--- config.mk ---
export PLATFORM = sky130hd
export DESIGN_NAME = key_debounce
export DESIGN_NICKNAME = d
export VERILOG_FILES = /design/src/rtl/key_pkg.sv /design/src/rtl/key_debounce_ch.sv /design/src/rtl/key_debounce.sv
export SDC_FILE = /design/constraint.sdc
export NUM_CORES = 1
export LEC_CHECK = 0
export ABC_AREA = 1
export CORE_UTILIZATION = 60
export DETAILED_ROUTE_END_ITERATION = 8
export PLACE_DENSITY = 0.85
export SYNTH_ARGS = -nofsm -noshare
export SYNTH_HDL_FRONTEND = slang
export SYNTH_SLANG_ARGS = --single-unit
--- constraint.sdc ---
create_clock -name sys_clk -period 1.85 [get_ports sys_clk]
set_clock_uncertainty 0.05 [all_clocks]
set_input_delay 0.4625 -clock sys_clk [delete_from_list [all_inputs] [get_ports sys_clk]]
set_output_delay 0.4625 -clock sys_clk [all_outputs]
set_load 0.01 [all_outputs]
--- src/rtl/key_pkg.sv ---
// Shared constants for the push-key conditioner: per-channel FSM encoding,
// the released (idle) pin level and the production debounce window.
package key_pkg;

    localparam logic [1:0] IDLE    = 2'd0;
    localparam logic [1:0] FILT_DN = 2'd1;
    localparam logic [1:0] DOWN    = 2'd2;
    localparam logic [1:0] FILT_UP = 2'd3;

    localparam logic KEY_RELEASED = 1'b1;

    // 20 ms at 50 MHz
    localparam int CNT_MAX_DEF = 1_000_000;

endpackage

--- src/rtl/key_debounce_ch.sv ---
// One key channel: two-flop synchroniser, debounce FSM with window counter,
// registered stable level and one-cycle press/release pulses.
module key_debounce_ch
    import key_pkg::*;
#(
    parameter int CNT_MAX = CNT_MAX_DEF
) (
    input  logic sys_clk,
    input  logic sys_rst,
    input  logic key,
    output logic stable,
    output logic press,
    output logic rel,
    output logic press_next
);

    localparam int CNT_W = (CNT_MAX > 2) ? $clog2(CNT_MAX) : 1;
    localparam logic [CNT_W-1:0] CNT_LAST = CNT_W'(CNT_MAX - 1);

    logic             s1;
    logic             s2;
    logic [1:0]       state;
    logic [1:0]       state_nxt;
    logic [CNT_W-1:0] cnt;
    logic [CNT_W-1:0] cnt_nxt;
    logic             stable_nxt;
    logic             rel_nxt;

    // The counter only advances while the window is open and is cleared on
    // every state change, so it never passes CNT_LAST and cannot wrap.
    always_comb begin
        state_nxt  = state;
        cnt_nxt    = cnt;
        stable_nxt = stable;
        press_next = 1'b0;
        rel_nxt    = 1'b0;
        case (state)
            IDLE: begin
                if (s2 != KEY_RELEASED) begin
                    state_nxt = FILT_DN;
                    cnt_nxt   = '0;
                end
            end
            FILT_DN: begin
                if (s2 == KEY_RELEASED) begin
                    state_nxt = IDLE;
                    cnt_nxt   = '0;
                end else if (cnt == CNT_LAST) begin
                    state_nxt  = DOWN;
                    cnt_nxt    = '0;
                    stable_nxt = ~KEY_RELEASED;
                    press_next = 1'b1;
                end else begin
                    cnt_nxt = cnt + 1'b1;
                end
            end
            DOWN: begin
                if (s2 == KEY_RELEASED) begin
                    state_nxt = FILT_UP;
                    cnt_nxt   = '0;
                end
            end
            FILT_UP: begin
                if (s2 != KEY_RELEASED) begin
                    state_nxt = DOWN;
                    cnt_nxt   = '0;
                end else if (cnt == CNT_LAST) begin
                    state_nxt  = IDLE;
                    cnt_nxt    = '0;
                    stable_nxt = KEY_RELEASED;
                    rel_nxt    = 1'b1;
                end else begin
                    cnt_nxt = cnt + 1'b1;
                end
            end
            default: begin
                state_nxt = IDLE;
                cnt_nxt   = '0;
            end
        endcase
    end

    always_ff @(posedge sys_clk) begin
        if (sys_rst) begin
            s1     <= KEY_RELEASED;
            s2     <= KEY_RELEASED;
            state  <= IDLE;
            cnt    <= '0;
            stable <= KEY_RELEASED;
            press  <= 1'b0;
            rel    <= 1'b0;
        end else begin
            s1     <= key;
            s2     <= s1;
            state  <= state_nxt;
            cnt    <= cnt_nxt;
            stable <= stable_nxt;
            press  <= press_next;
            rel    <= rel_nxt;
        end
    end

endmodule

--- src/rtl/key_debounce.sv ---
// Conditioner for the active-low push keys: one debounce channel per key plus
// a registered priority encoder reporting the lowest key pressed this cycle.
module key_debounce
    import key_pkg::*;
#(
    parameter int KEY_W   = 4,
    parameter int CNT_MAX = CNT_MAX_DEF
) (
    input  logic             sys_clk,
    input  logic             sys_rst,
    input  logic [KEY_W-1:0] key,
    output logic [KEY_W-1:0] key_stable,
    output logic [KEY_W-1:0] key_press,
    output logic [KEY_W-1:0] key_release,
    output logic             key_valid,
    output logic [1:0]       key_code
);

    logic [KEY_W-1:0] press_next;
    logic [1:0]       code_nxt;

    for (genvar i = 0; i < KEY_W; i++) begin : g_ch
        key_debounce_ch #(
            .CNT_MAX (CNT_MAX)
        ) u_ch (
            .sys_clk    (sys_clk),
            .sys_rst    (sys_rst),
            .key        (key[i]),
            .stable     (key_stable[i]),
            .press      (key_press[i]),
            .rel        (key_release[i]),
            .press_next (press_next[i])
        );
    end

    // Encoding the channels' next-press terms lets valid/code register on the
    // same edge as key_press, so all three are seen together.
    always_comb begin
        code_nxt = key_code;
        for (int i = KEY_W - 1; i >= 0; i--) begin
            if (press_next[i]) begin
                code_nxt = 2'(i);
            end
        end
    end

    always_ff @(posedge sys_clk) begin
        if (sys_rst) begin
            key_valid <= 1'b0;
            key_code  <= 2'd0;
        end else begin
            key_valid <= |press_next;
            key_code  <= code_nxt;
        end
    end

endmodule

==> results list <==
- Run status: finished clean
- Initial core utilization: 0.626
- Number of placed I/O pins: 21
- CTS Buf Count: 9
- The number of global-route vias before repair came to 5096.
- At the worst endpoint, the required time is 1.34 ns.
- After synthesis, the netlist uses 49 different library cells.
- Leaving out fill and tap cells, the most frequent cells in the layout are sky130_fd_sc_hd__nand2_1, sky130_fd_sc_hd__dfxtp_1, sky130_fd_sc_hd__inv_1.
- Arrival time at the worst endpoint: 1.29 ns
* Floorplan die height: 103 µm
- The synthesized design contains 111 register bits.
- On the critical path the largest part of the delay comes from buffers and inverters.
* Number of nets in the layout: 950
- Post-synth net total: 939
- After legalization and detailed placement, the total HPWL measured 9420 µm.
- Yosys mapped a number of flops with a built-in enable equal to 0.
* Delay of the slowest cell on the worst path: 0.56 ns
- Summed over all layers, the routed wires come to 13300 µm.
* Average wire per cell in the routed design: 12.3 µm
- Wire length of the first global-routing pass: 22000 µm
* Portion of the post-synthesis area used by sequential elements: 0.360
- The critical path in this run is classified as reg2out.
* Placed cell count: 1061
- The worst pin sits at a relative slew slack of 0.671.
- Critical-path cell with the highest stage delay: sky130_fd_sc_hd__clkdlybuf4s50_1
- Max H-tree Level: 3
- Yosys Warn Count: 0
* Leakage Power: 0.00246 µW
- Of all nets on the critical path, the largest fanout is 2.
* CTS root buffer: sky130_fd_sc_hd__clkbuf_8
- The detailed router placed 5843 vias in this run.
- The number of failing hold endpoints at the final stage came to 0.
- From synthesis to final layout, the design area changed by 7.87%.
* Clock transition at the registers of the reported paths: 0.10 ns
- TritonCTS built the clock tree.
* Number of failing setup endpoints in the final timing report: 0
- The clock net in this run drives a total of 111 sinks.
- Tmin final: 1.81 ns
- The pre-antenna-repair detailed-routing pass consisted of 5 iterations.
- Fraction of final layout cells sized beyond drive strength 1: 0.115
* Largest net degree at the start of global routing: 24
- Row Count: 36
- Final global-route overflow total: 0
* Endpoint class of the critical path: output pin
* VDD IR max: 0.000605 V
- Post-synthesis cell area: 6170 µm²
* Fraction of registers with async set or reset after synthesis: 0
* Final GP Congestion: 0.916
* Worst path bufs/invs: 1
* Setup repair after global routing missed its margin: no
* Top achievable clock speed: 554 MHz
* DR DRC count: 0
- The initial antenna violation count is 0.
- The worst setup path is launched from a flip-flop.
- Antenna viol nets, final: 0
- In this run the mean area of a mapped cell was 6.64 µm².
* Number of buffers between clock root and the deepest sink: 2
* Diode count: 0
* Floorplan Core Area: 9860 µm²
- IO Port Bufs: 20
* Total power divided by cell area: 640 nW/µm²
- The die covers 10700 µm².
- Synthesis produced a netlist whose cell count is 929.
- At the end of the flow the core is filled with cells to 0.675.
- List of cells traversed by the critical path: clkdlybuf4s50_1
- For this run, the total global-route usage over all layers was measured as 0.263.
- Dividing the detail-routed via count by the number of cells gives 5.42.
* Hold/Removal Path Class: in2reg
- Final Slew Violations: 0
- Post-route clock period utilization: 0.976
- Among all flip-flop cells after synthesis, the most frequent one is sky130_fd_sc_hd__dfxtp_1.
* Die width: 103 µm
- Source-to-sink clock delay at the later pin of the worst-skew pair: 0.40 ns
* Setup_tns: 0 ns
- Number of hold buffers added after cts: 0
- Most common library cell in the layout ignoring fill and taps: sky130_fd_sc_hd__nand2_1
* Final standard cell count with taps included and fillers excluded: 1078
* Maximum Capacitance Violations: 0
* Transition time at the pin with the least slew margin: 0.490 ns
* First DRT Iteration DRCs: 297
==> timing repair <==
action,4_1_cts,5_1_grt
setup buffers,0,1
resized for setup,2,10
setup endpoints to repair,2,16
pin swaps,0,3
==> routing by layer <==
metal / vias up / part of all wire / track usage / wire length [µm]
met5: - / 0 / 0 / 0
met4: 0 / 0.015 / 0.0888 / 195
met3: 26 / 0.049 / 0.0685 / 647
met2: 153 / 0.47 / 0.436 / 6270
met1: 2658 / 0.46 / 0.332 / 6160
li1: 3006 / - / - / -
==> power by group <==
| group | total [µW] | switching, µW | internal (µW) |
|---|---|---|---|
| clock network | 1520 | 854 | 670 |
| logic | 304 | 219 | 84.8 |
| registers | 2430 | 19.5 | 2410 |
| total | 4260 | 1090 | 3170 |
==> Yosys cell counts, drive strengths merged (3+ instances only) <==
library cell  instances  share of area
dfxtp               111           0.36
nor2                117          0.085
clkinv                3         0.0026
a21oi                71          0.061
inv                 108          0.066
nor3                 20          0.020
clkbuf                9         0.0055
ha                    4         0.0081
or2                  12          0.012
nand4                18          0.018
o21ai                43          0.037
o22ai                 3         0.0030
buf                  24          0.028
xnor2                 4         0.0057
o21a                  3         0.0036
xor2                  7         0.0099
nand3                86          0.076
nand2               267           0.17
o21bai                5         0.0061
==> metrics by stage <==
step / hold slack, ns / setup WS [ns] / total power, µW / cell area, µm²
detailed placement: 0.348 / 0.129 / 2790 / 6410
floorplan: 0.339 / 0.288 / 2700 / 6170
finish: 0.326 / 0.0448 / 4260 / 6660
CTS: 0.304 / 0.00492 / 4300 / 6620
global placement: 0.348 / 0.191 / 2790 / 6410
global route: 0.314 / 0.0000426 / 4440 / 6660
==> logic make-up (layout without fill, tap and decap cells) <==
kind of cell    count (synthesis)  after routing  synth area share
xor+xnor                       11             11            0.0156
simple gates                  526            526             0.390
compound gates                133            133             0.123
fa+ha+maj                       4              4           0.00811
flops                         111            111             0.360
buf+inv                       144            160             0.103
==> registers in the layout, indices dropped and copies added (netlist names), named ones only <==
| name | cells |
|---|---|
| g_ch.u_ch.s1 | 4 |
| key_valid | 1 |
| g_ch.u_ch.state | 4 |
| key_code | 2 |
| g_ch.u_ch.stable | 4 |
| g_ch.u_ch.cnt | 80 |
| g_ch.u_ch.s2 | 4 |
| g_ch.u_ch.rel | 4 |
| g_ch.u_ch.press | 4 |
==> worst paths after layout <==
kind,startpoint,end,slack (ns),cells past startpoint
max,key_code[1]$_SDFFE_PP0P_,key_code[1],0.04,1
min,sys_rst,g_ch[2].u_ch.rel$_SDFF_PP0_,0.33,2
max reg2reg,g_ch[2].u_ch.cnt[1]$_SDFFE_PP0P_,g_ch[2].u_ch.cnt[14]$_SDFFE_PP0P_,0.12,10
min reg2reg,g_ch[0].u_ch.s1$_SDFF_PP1_,g_ch[0].u_ch.s2$_SDFF_PP1_,0.37,1
==> area by class of cell <==
type,count,area [µm²]
multi-input cells,674,3330
fillers,875,3210
flip-flops and latches,111,2220
inverters,111,424
repair buffers,33,302
well taps,133,166
clock buffers,10,138
clock inverters,6,68.8
Note: power is estimated with default switching activity, not from simulation.
